[src/rtl/riscv_defs_pkg.sv]
// Shared core-wide definitions: datapath widths, the canonical NOP and the default boot PC.
// Fetch, decode and execute all import this package.
package riscv_defs;

  localparam int XLEN    = 64;
  localparam int INSTR_W = 32;

  // addi x0, x0, 0
  localparam logic [INSTR_W-1:0] NOP_INSTR = 32'h0000_0013;

  localparam logic [XLEN-1:0] RESET_PC = '0;

endpackage

[src/rtl/instruction_fetch_unit_fifo.sv]
// Small synchronous FIFO holding {pc, instruction} pairs between instruction memory and decode.
// Flush empties the FIFO at the clock edge and takes priority over a push in the same cycle.
module fetch_fifo #(
  parameter int W     = 96,
  parameter int DEPTH = 2
) (
  input  logic                         clock_i,
  input  logic                         reset_i,
  input  logic                         push_i,
  input  logic [W-1:0]                 data_i,
  input  logic                         pop_i,
  input  logic                         flush_i,
  output logic                         valid_o,
  output logic [W-1:0]                 data_o,
  output logic [$clog2(DEPTH+1)-1:0]   count_o
);

  localparam int PW = (DEPTH > 1) ? $clog2(DEPTH) : 1;
  localparam int CW = $clog2(DEPTH + 1);

  logic [W-1:0]  mem_q [DEPTH];
  logic [PW-1:0] wr_ptr_q, wr_ptr_d;
  logic [PW-1:0] rd_ptr_q, rd_ptr_d;
  logic [CW-1:0] count_q, count_d;
  logic          do_push, do_pop;

  // DEPTH need not be a power of two, so pointers wrap explicitly.
  function automatic logic [PW-1:0] ptr_inc(input logic [PW-1:0] p);
    return (p == PW'(DEPTH - 1)) ? '0 : p + 1'b1;
  endfunction

  assign valid_o = (count_q != '0);
  assign data_o  = mem_q[rd_ptr_q];
  assign count_o = count_q;

  assign do_push = push_i & ~flush_i;
  assign do_pop  = pop_i & valid_o & ~flush_i;

  always_comb begin
    wr_ptr_d = wr_ptr_q;
    rd_ptr_d = rd_ptr_q;
    count_d  = count_q;
    if (flush_i) begin
      wr_ptr_d = '0;
      rd_ptr_d = '0;
      count_d  = '0;
    end else begin
      if (do_push) wr_ptr_d = ptr_inc(wr_ptr_q);
      if (do_pop)  rd_ptr_d = ptr_inc(rd_ptr_q);
      unique case ({do_push, do_pop})
        2'b10:   count_d = count_q + 1'b1;
        2'b01:   count_d = count_q - 1'b1;
        default: count_d = count_q;
      endcase
    end
  end

  always_ff @(posedge clock_i or posedge reset_i) begin
    if (reset_i) begin
      wr_ptr_q <= '0;
      rd_ptr_q <= '0;
      count_q  <= '0;
    end else begin
      wr_ptr_q <= wr_ptr_d;
      rd_ptr_q <= rd_ptr_d;
      count_q  <= count_d;
    end
  end

  // Storage is not reset: entries are only visible while count_q covers them.
  always_ff @(posedge clock_i) begin
    if (do_push) mem_q[wr_ptr_q] <= data_i;
  end

  // The issue logic upstream must never let a response land in a full FIFO.
  always_ff @(posedge clock_i) begin
    if (!reset_i) begin
      assert (!(do_push && !do_pop && count_q == CW'(DEPTH)))
        else $error("fetch_fifo: push into full FIFO");
    end
  end

endmodule

[src/rtl/instruction_fetch_unit.sv]
// Fetch stage: owns the PC, issues fixed-latency word reads and hands {instruction, pc}
// to decode over valid/ready. Redirects flush buffered words and drop any stale response.
module instruction_fetch_unit #(
  parameter int                    XLEN     = riscv_defs::XLEN,
  parameter logic [XLEN-1:0]       RESET_PC = XLEN'(riscv_defs::RESET_PC),
  parameter int                    DEPTH    = 2
) (
  input  logic                     clock,
  input  logic                     reset,
  output logic                     imem_req,
  output logic [XLEN-1:0]          imem_addr,
  input  logic [31:0]              imem_rdata,
  input  logic                     redirect_valid,
  input  logic [XLEN-1:0]          redirect_pc,
  output logic                     out_valid,
  input  logic                     out_ready,
  output logic [31:0]              instruction,
  output logic [XLEN-1:0]          instr_pc
);

  import riscv_defs::*;

  localparam int CW = $clog2(DEPTH + 1);
  localparam int FW = XLEN + INSTR_W;

  logic [XLEN-1:0] pc_q, pc_d;
  logic [XLEN-1:0] inflight_pc_q, inflight_pc_d;
  logic            inflight_q, inflight_d;
  logic            kill_q, kill_d;

  logic [CW-1:0]   fifo_count;
  logic [FW-1:0]   fifo_head;
  logic            fifo_valid;
  logic            pop, push, issue;
  logic [CW:0]     occupancy;

  assign pop  = fifo_valid & out_ready;
  assign push = inflight_q & ~kill_q;

  // Slots already claimed after this cycle's pop; a pop frees its slot for an issue right now.
  assign occupancy = {1'b0, fifo_count} + {{CW{1'b0}}, inflight_q} - {{CW{1'b0}}, pop};
  assign issue     = ~reset & ~redirect_valid & (occupancy < (CW+1)'(DEPTH));

  always_comb begin
    pc_d          = pc_q;
    inflight_pc_d = inflight_pc_q;
    inflight_d    = issue;
    kill_d        = 1'b0;
    if (redirect_valid) begin
      pc_d   = redirect_pc & ~XLEN'(3);
      kill_d = inflight_q;
    end else if (issue) begin
      pc_d          = pc_q + XLEN'(4);
      inflight_pc_d = pc_q;
    end
  end

  always_ff @(posedge clock or posedge reset) begin
    if (reset) begin
      pc_q          <= RESET_PC;
      inflight_pc_q <= '0;
      inflight_q    <= 1'b0;
      kill_q        <= 1'b0;
    end else begin
      pc_q          <= pc_d;
      inflight_pc_q <= inflight_pc_d;
      inflight_q    <= inflight_d;
      kill_q        <= kill_d;
    end
  end

  fetch_fifo #(
    .W     (FW),
    .DEPTH (DEPTH)
  ) u_fifo (
    .clock_i (clock),
    .reset_i (reset),
    .push_i  (push),
    .data_i  ({inflight_pc_q, imem_rdata}),
    .pop_i   (pop),
    .flush_i (redirect_valid),
    .valid_o (fifo_valid),
    .data_o  (fifo_head),
    .count_o (fifo_count)
  );

  assign imem_req    = issue;
  assign imem_addr   = pc_q;
  assign out_valid   = fifo_valid;
  assign instruction = fifo_valid ? fifo_head[INSTR_W-1:0] : NOP_INSTR;
  assign instr_pc    = fifo_valid ? fifo_head[FW-1:INSTR_W] : '0;

endmodule

[config.mk]
export PLATFORM = sky130hd
export DESIGN_NAME = instruction_fetch_unit
export DESIGN_NICKNAME = d
export VERILOG_FILES = /design/src/rtl/riscv_defs_pkg.sv /design/src/rtl/instruction_fetch_unit_fifo.sv /design/src/rtl/instruction_fetch_unit.sv
export SDC_FILE = /design/constraint.sdc
export NUM_CORES = 1
export LEC_CHECK = 0
export BUFFER_PORTS_ARGS = -buffer_cell sky130_fd_sc_hd__buf_2
export CAP_MARGIN = 10
export CORE_ASPECT_RATIO = 0.9
export CORE_UTILIZATION = 50
export DETAILED_ROUTE_END_ITERATION = 7
export PLACE_DENSITY = 0.82
export SLEW_MARGIN = 25
export SYNTH_ARGS = -nofsm -noshare
export SYNTH_HDL_FRONTEND = slang
export SYNTH_SLANG_ARGS = --single-unit
export TNS_END_PERCENT = 1
[constraint.sdc]
create_clock -name clock -period 7.6 [get_ports clock]
set_input_delay 0.38 -clock clock [delete_from_list [all_inputs] [get_ports clock]]
set_output_delay 0.38 -clock clock [all_outputs]
set_load 0.005 [all_outputs]
* Word level (Yosys, flattened, before mapping) *
Memory sizes are Yosys's and may differ from the RTL's.
Index checks and enable logic that the tools add are counted.

storage, ports and cells
  bits in registers = 134
  word-level logic and storage cells = 49
  memories kept = 1
  output and inout bits = 162
  bits of input ports = 100
  bits in writable memories = 192

memory list
  memory        depth  width  rd ports  clocked after memory_dff  write ports  line                               text
  u_fifo.mem_q  2      96     1         0                         1            instruction_fetch_unit_fifo.sv:21  logic [W-1:0] mem_q [DEPTH];

operators by class
  $lt $le $gt $ge = 1
  mux-type cells = 15
  equality and inequality tests = 2
  reduce and logical (&&, ||, !) cells = 6
  bitwise operators = 10
  add/sub/neg operators = 7

operator list
  kind                                                        number
  two-way mux 64 bit                                          3
  adder 64 x 3 -> 64 bit, second input constant               1
  two-way mux 32 bit                                          1
  two-way mux 1 bit                                           9
  nonzero test 2 bit                                          4
  AND 1 bit                                                   7
  one-hot mux 2 bit (2 select lines)                          1
  adder 2 x 1 -> 3 bit                                        1
  less-than comparator 3 x 2 -> 1 bit, second input constant  1
  inverter 1 bit                                              3
  nonzero test 3 bit                                          1
  subtractor 3 x 1 -> 3 bit                                   1
  adder 1 bit, second input constant                          2
  adder 2 x 1 -> 2 bit, second input constant                 1
  == test 2 x 1 -> 1 bit, second input constant               1
  == test 2 bit, second input constant                        1
  two-way mux 2 bit                                           1
  AND reduction 2 bit                                         1
  subtractor 2 x 1 -> 2 bit, second input constant            1

* Depth between registers and ports, before layout *
Gate-level depths: netlist of the first run.

  depth after elaboration = 7
  mapped depth = 15
  mapped depth without buffers = 13

* Modules after synthesis *
A second synthesis of the first run with hierarchy kept.

unflattened totals
  cells, all modules = 1018
  area total of the unflattened synthesis = 14207.4 um^2

modules (own cells, without submodules)
  module                  area each (um^2)  seq. area each (um^2)  times used  cells an instance
  fetch_fifo              7267.0            5865.6                 1           324
  instruction_fetch_unit  6940.4            3153.0                 1           694

* Worst setup path after synthesis of the first run *
OpenSTA, ideal clock, no wires.

  path kind = input port to flip-flop
  from = in redirect_valid
  to = mem u_fifo.mem_q[0][0], enable pin
  data arrival time = 7.871 ns
  library setup time = 0.681 ns
  path buffers = 3
  data required time = 6.919 ns
  path slack = -0.952 ns
  stages = 4
  path through = clkbuf_1 > clkbuf_1 > clkbuf_1 > nor3b_1

on the way
  longest elaborated chain between the ends = 4

RTL lines
  what                                     line                               text
  start, declared                          instruction_fetch_unit.sv:13       input logic redirect_valid,
  inverter 1 bit (no source line)          -
  AND 1 bit                                instruction_fetch_unit_fifo.sv:36  assign do_push = push_i & ~flush_i;
  two-way mux 1 bit                        instruction_fetch_unit_fifo.sv:72  if (do_push) mem_q[wr_ptr_q] <= data_i;
  two-way mux 1 bit (not written as such)  instruction_fetch_unit_fifo.sv:72
  end, declared                            instruction_fetch_unit_fifo.sv:21

No other way between the ends.

* Final worst setup path of the first run *
  from = reg u_fifo.count_q[1], in the netlist u_fifo.count_o[1]
  to = out imem_req

on the way
  longest elaborated chain between the ends = 5
  elaborated cells on any way between the ends = 6
  those cells by class = add/sub (2); order compare (1); bitwise (2); reduce/logical (1)

RTL lines
  what                                                                          line                               text
  start, declared                                                               instruction_fetch_unit_fifo.sv:24  logic [CW-1:0] count_q, count_d;
  start signal, assigned                                                        instruction_fetch_unit_fifo.sv:66  count_q <= count_d;
  parallel branches: the longest is 2 deep, another holds adder 2 x 1 -> 3 bit  -
  subtractor 3 x 1 -> 3 bit (*)                                                 instruction_fetch_unit.sv:41       assign occupancy = {1'b0, fifo_count} + {{CW{1'b0}}, inflight_q} - {{CW{1'b0}}, pop};
  less-than comparator 3 x 2 -> 1 bit (*)                                       instruction_fetch_unit.sv:42       assign issue = ~reset & ~redirect_valid & (occupancy < (CW+1)'(DEPTH));
  AND 1 bit (*)                                                                 instruction_fetch_unit.sv:42
  end, declared                                                                 instruction_fetch_unit.sv:10       output logic imem_req,

Every way passes the cells marked *.

==> results of run 1 <==
through the flow:
step	cell area [µm²]	util, %	instances	hold WS [ns]
floorplan	13700	-	1184	0.442
global placement	15200	56.5	1731	0.448
detailed placement	15200	56.5	1731	0.451
CTS	16300	60.6	1796	0.000896
global route	16400	60.7	1798	0.0125
finish	16400	60.7	1799	-0.0315
worst register-to-register path, stage by stage (launching register included):
cell and delay [ns]:
sky130_fd_sc_hd__dfrtp_1 0.48, sky130_fd_sc_hd__nor2_4 0.14, sky130_fd_sc_hd__inv_1 0.10, sky130_fd_sc_hd__and2_1 0.21, sky130_fd_sc_hd__ha_1 0.27, sky130_fd_sc_hd__nand2b_1 0.16, sky130_fd_sc_hd__fa_1 0.39, sky130_fd_sc_hd__xnor2_1 0.28
sky130_fd_sc_hd__nand3_4 0.48, sky130_fd_sc_hd__clkinv_2 0.66, sky130_fd_sc_hd__nand4_1 0.55, sky130_fd_sc_hd__nor3b_1 0.73, sky130_fd_sc_hd__a211o_1 0.22, sky130_fd_sc_hd__o211ai_1 0.09
area by class of cell:
type	count	area [µm²]
Clock buffer	46	938
Multi-Input combinational cell	776	4450
Inverter	17	70.1
Tap cell	354	443
Sequential cell	318	8900
Antenna cell	3	7.51
Clock inverter	19	183
Fill cell	2192	10600
Timing Repair Buffer	266	1370
cells in the mapped netlist, types with 7 or more instances:
master,count,share of area [%]
sky130_fd_sc_hd__nor2_1,124,3.4
sky130_fd_sc_hd__a22oi_1,7,0.38
sky130_fd_sc_hd__a221o_1,10,0.73
sky130_fd_sc_hd__or3_1,9,0.41
sky130_fd_sc_hd__nor3_1,14,0.51
sky130_fd_sc_hd__and2_1,7,0.32
sky130_fd_sc_hd__clkbuf_1,44,1.2
sky130_fd_sc_hd__dfrtp_1,130,24
sky130_fd_sc_hd__nand2_1,248,6.8
sky130_fd_sc_hd__o211ai_1,14,0.77
sky130_fd_sc_hd__and3_1,15,0.69
sky130_fd_sc_hd__mux2i_1,97,7.1
sky130_fd_sc_hd__buf_4,8,0.44
sky130_fd_sc_hd__nand4_1,22,1.0
sky130_fd_sc_hd__o21ai_0,45,1.6
sky130_fd_sc_hd__edfxtp_1,188,41
sky130_fd_sc_hd__buf_1,19,0.52
sky130_fd_sc_hd__o311ai_0,15,0.96
sky130_fd_sc_hd__a21oi_1,13,0.48
sky130_fd_sc_hd__nor2b_1,15,0.69
sky130_fd_sc_hd__inv_1,17,0.47
sky130_fd_sc_hd__nand3_1,37,1.4
sky130_fd_sc_hd__a31oi_1,8,0.37
layer usage:
layer	vias to the layer above	share of wire [%]	wire (µm)	track usage, %
li1	4695	-	-	-
met1	5000	43	15000	35.5
met2	434	47	16500	39.3
met3	65	8.5	2980	5.75
met4	4	2.0	690	7.27
met5	-	0.074	26	0
flip-flops by register name, indices dropped and copies added, names as in the netlist:
register         cells
u_fifo.wr_ptr_q      1
u_fifo.mem_q       188
imem_addr           62
inflight_pc_q       62
u_fifo.rd_ptr_q      1
kill_q               1
inflight_q           1
u_fifo.count_o       2
worst min path at each step:
stage,start,end,slack [ns],cells after the start
2_1_floorplan,inflight_pc_q[2],u_fifo.mem_q[0][34],0.44,0
3_3_place_gp,inflight_pc_q[19],u_fifo.mem_q[1][51],0.45,0
3_5_place_dp,inflight_pc_q[33],u_fifo.mem_q[0][65],0.45,0
4_1_cts,reset,kill_q,0.0009,2
5_1_grt,reset,u_fifo.wr_ptr_q,0.01,2
6_report,reset,u_fifo.wr_ptr_q,-0.03,2
cell families after synthesis:
logic type	after synthesis	synth area share (%)
simple gates	532	17.7
mux	97	7.10
xor+xnor	6	0.384
buf+inv	90	2.71
compound gates	134	6.67
fa+ha+maj	3	0.330
other cells	1	0.0274
flops	318	65.1
power groups by stage:
stage / combinational, µW / clock, µW / sequential, µW
6_report: 760 / 1660 / 2360
5_1_grt: 856 / 1760 / 2390
4_1_cts: 765 / 1680 / 2360
3_5_place_dp: 761 / 0 / 2390
3_3_place_gp: 737 / 0 / 2370
2_1_floorplan: 488 / 0 / 2310
==> results.cfg, run 1 <==
[synth]
ys_ff_latch = 318
post_synth.cell_area_avg_um2 = 11.6
yosys_warnings = 0
synth.yosys.seq_area_share_pct = 65.1
dominantRegCellSynth = sky130_fd_sc_hd__edfxtp_1
synth.lib_cells_used.distinct = 55
syn-instance-count = 1181
synth_enable_flop_cells = 188
synthArstFlopShare_pct = 40.9
synthesis.area_um2 = 13700

[pwr]
share_of_power_burned_in_registers_pct = 49.4
power_frac_clock_pct = 34.7
p_leak_uw = 0.00675
ir_drop_worst_vdd_uv = 247
p_int_uw = 3430
p_switching_uw = 1350
switching_share_pct = 28.3
power.density_nw_per_um2 = 292
fin_total_pwr_uw = 4780
p_comb_share_pct = 15.9

[critical_path]
cp_max_fo = 51
cp_num_buf_inv = 4
cp_data_arrival_time_ns = 4.56
crit_path_top_delay_cell = sky130_fd_sc_hd__clkinv_2
timing.critical_path.required_ns = 7.22
path_depth = 11
crit_family = buffers and inverters
path_class = flip-flop to output port
setup.reg_to_reg.worst_slack_ns = 2.73
startpoint = u_fifo.count_o[1]
path_cells = nor2_4, inv_1, and2_1, ha_1, nand2b_1, fa_1, xnor2_1, nand3_4, clkinv_2, buf_4, buf_2
reg2regPathDepth = 13
critical_path.reg2reg.endpoint = imem_addr[52]
regToRegStartpoint = u_fifo.count_o[1]
timing.critical_path.from_type = flip-flop
setup.worst_path.end = imem_req
cp-end-kind = output port
cpPeakStageDelay_ns = 0.64

[place]
dpl_worst_slack_ns = 2.78
hpwlAfterDp_mm = 22.6
number_of_buffers_inserted_by_port_buffering = 255
gp_routability_congestion = 0.845

[grt]
grt.overflow.total = 0
grt_usage_pct = 25.3
wire_length_of_the_first_global_routing_pass_mm = 55.2
grt_pass1_vias = 9970
number_of_antenna_violations_at_the_first_check_in_global_routing = 6
grt_max_degree = 92

[floorplan]
std_cell_rows = 57
fp.dieArea_um2 = 28000
core_region_area_um2 = 27000
dieWidth_um = 176
starting_density_of_the_core_pct = 50.7
design.portCount = 262
die_h_um = 159

[cells_and_area]
final_layout_size_suffix_gt1_share_pct = 23.2
num-nets-final = 1518
layout_commonest_cell = sky130_fd_sc_hd__buf_2
commonest_cells_after_routing_fill_and_taps_aside = sky130_fd_sc_hd__buf_2, sky130_fd_sc_hd__nand2_1, sky130_fd_sc_hd__edfxtp_1
synthToLayoutAreaGrowth_pct = 19.7

[sta]
slew-limit-headroom_pct = 32.8
timing.final.max_slew_violations = 0
final_min_period_over_clock_period_pct = 65.0
timing.fmax_mhz = 202
fin_skew_ns = 0.00995
post-route-min-period_ns = 4.94
worst_pin_slew_ns = 1.01
finalHoldWorstSlack_ns = -0.0315
fin_tns_setup_ns = 0
report.final.setup_viol = 0
final_hold_fails = 23
setup_ws_ns = 2.66
unrepaired_setup_endpoints_after_global_routing = false

[routing]
route.detailed.wl_per_inst_um = 19.5
detail_route.drc_violations = 0
drt_first_pass_iters = 5
drt-vias-per-instance = 5.67
vias = 10200
antenna_violating_nets_post_route = 0
detail_route.iter0.violations = 848
drt_wl_total_mm = 35.1

[job]
maxCapViolations = 0

[outcome]
run_status = finished, violations left
failed_checks = negative hold slack

[clock_network]
postCtsSetupBuffers = 0
cells_resized_by_post_cts_repair = 0
clock_sinks = 318
library_cell_used_as_clock_root_buffer = sky130_fd_sc_hd__clkbuf_16
cts_tree = built
postCtsHoldBufs = 0
cts_buffer_depth = 3
cts_inserted_buffers = 36
cts.clk_slew.worst_paths_ns = 0.06
clock_insertion_delay_worst_skew_ns = 0.51
cts_htree_levels = 2

[min_path]
timing.hold.worst.class = input port to asynchronous set/reset pin
No activity file was read; power rests on OpenSTA's default activity.
==> run 2: changes to the inputs <==
clock period = 4.18 ns   (was 7.6 ns; I/O delays follow)
==> results.cfg, run 2 (same netlist as run 1, synthesis figures left out) <==
[outcome]
run_status = completed

[grt]
number_of_antenna_violations_at_the_first_check_in_global_routing = 2
grt.overflow.total = 0
wire_length_of_the_first_global_routing_pass_mm = 58.0
grt_usage_pct = 26.8
grt_pass1_vias = 10600
grt_max_degree = 123

[pwr]
p_leak_uw = 0.00718
ir_drop_worst_vdd_uv = 438
power.density_nw_per_um2 = 514

[sta]
worst_pin_slew_ns = 0.862
unrepaired_setup_endpoints_after_global_routing = false
slew-limit-headroom_pct = 42.5
final_min_period_over_clock_period_pct = 93.4
fin_skew_ns = 0.0183
post-route-min-period_ns = 3.90
final_hold_fails = 0
finalHoldWorstSlack_ns = 0.0266
timing.final.max_slew_violations = 0
report.final.setup_viol = 0
fin_tns_setup_ns = 0
timing.fmax_mhz = 256

[clock_network]
clock_sinks = 318
cts.clk_slew.worst_paths_ns = 0.06
cts_tree = built
cts_htree_levels = 2
cts_inserted_buffers = 35
cts_buffer_depth = 3
clock_insertion_delay_worst_skew_ns = 0.51
library_cell_used_as_clock_root_buffer = sky130_fd_sc_hd__clkbuf_16

[place]
number_of_buffers_inserted_by_port_buffering = 255
gp_routability_congestion = 0.833
hpwlAfterDp_mm = 22.9

[routing]
route.detailed.wl_per_inst_um = 19.9
drt-vias-per-instance = 5.69
antenna_violating_nets_post_route = 0
detail_route.drc_violations = 0
detail_route.iter0.violations = 1035
drt_first_pass_iters = 5
uppermost_signal_routing_layer_after_detailed_routing = met5
dr_wl_met2_mm = 17.5
vias = 10700
met1_length_mm = 15.4
sum_of_met3_wire_segment_lengths_after_detailed_routing_mm = 3.08
drt_wl_total_mm = 37.6

[critical_path]
crit_path_top_delay_cell = sky130_fd_sc_hd__or4_4
path_class = flip-flop to flip-flop
cpPeakStageDelay_ns = 0.63
reg2regPathDepth = 13
setup.reg_to_reg.worst_slack_ns = 0.28
cp-end-kind = flip-flop
timing.critical_path.from_type = flip-flop
path_cells = nor2_4, inv_1, and2_1, ha_1, nand2b_1, fa_1, xnor2_1, nand3_4, clkinv_2, nand3_2, or4_4, or3_1, nand3_1
cp_max_fo = 20
timing.critical_path.required_ns = 4.61
cp_data_arrival_time_ns = 4.33

[floorplan]
die_h_um = 159
std_cell_rows = 57
design.portCount = 262
starting_density_of_the_core_pct = 50.7
dieWidth_um = 176
fp.dieArea_um2 = 28000
core_region_area_um2 = 27000

[job]
maxCapViolations = 0

[cells_and_area]
num-nets-final = 1609
final_layout_size_suffix_gt1_share_pct = 22.3
layout_commonest_cell = sky130_fd_sc_hd__buf_2
nFillCells = 2026
synthToLayoutAreaGrowth_pct = 27.1
regMostFlops = u_fifo.mem_q
largest_register_ff_count = 188
commonest_cells_after_routing_fill_and_taps_aside = sky130_fd_sc_hd__buf_2, sky130_fd_sc_hd__nand2_1, sky130_fd_sc_hd__edfxtp_1

[min_path]
timing.hold.worst.class = input port to flip-flop
worstHoldPathCells = 4
==> run 2: layer usage <==
metal	global-route usage, %	vias to the layer above
li1	-	4879
met1	36.0	5193
met2	42.5	553
met3	5.17	119
met4	11.5	2
met5	0	-
==> run 2: worst paths after layout <==
kind                                        start                   to
max in group asynchronous                   reset      u_fifo.rd_ptr_q
worst max-delay path            u_fifo.count_o[1]        imem_addr[38]
min in group asynchronous                   reset    inflight_pc_q[23]
worst max register to register  u_fifo.count_o[1]        imem_addr[38]
worst min-delay path              redirect_pc[57]        imem_addr[57]
worst min register to register  inflight_pc_q[29]  u_fifo.mem_q[1][61]
==> run 2: worst max-delay path: cells and delay by family, from the launching register on <==
kind / cells / cell delay [ns]
and+or+nand+nor: 8 / 2.03
DFF: 1 / 0.47
xor gates and xnor gates: 1 / 0.29
adders and majority gates: 2 / 0.67
buffers and inverters: 2 / 0.38
==> run 2: final cells by class <==
cell class / count / area, µm² / area share, %
antenna: 1 / 2.50 / 0.0144
clock buffer: 41 / 951 / 5.47
clock inverter: 22 / 233 / 1.34
inverter: 17 / 70.1 / 0.403
multi-input combinational: 776 / 4460 / 25.7
sequential: 318 / 8900 / 51.2
tap: 354 / 443 / 2.55
timing repair buffer: 358 / 2310 / 13.3
==> run 2: report_power, final <==
group	internal, µW	leakage [µW]	switching (µW)	total [µW]
Sequential	3890	0.00333	407	4300
Combinational	617	0.00327	866	1480
Clock	1930	0.000574	1210	3140
Total	6440	0.00718	2480	8930
==> run 2: repair_timing <==
item,in CTS,in global routing
endpoints found under the hold margin,198,0
setup endpoints to repair,0,4
hold buffers,90,0
gates resized for setup,0,3
setup buffers,0,0
==> run 2: metrics by stage <==
stage                     utilization, %  total power (µW)  instance area, µm²  std cells  worst slack (ns)
after CTS                           64.4              8940               17300       1886             0.184
after global placement              56.6              5650               15300       1733             0.436
final                               64.4              8930               17400       1887             0.277
after global routing                64.4              9310               17400       1887            0.0372
after floorplan                        -              5080               13700       1184             0.253
after detailed placement            56.6              5740               15300       1733             0.260
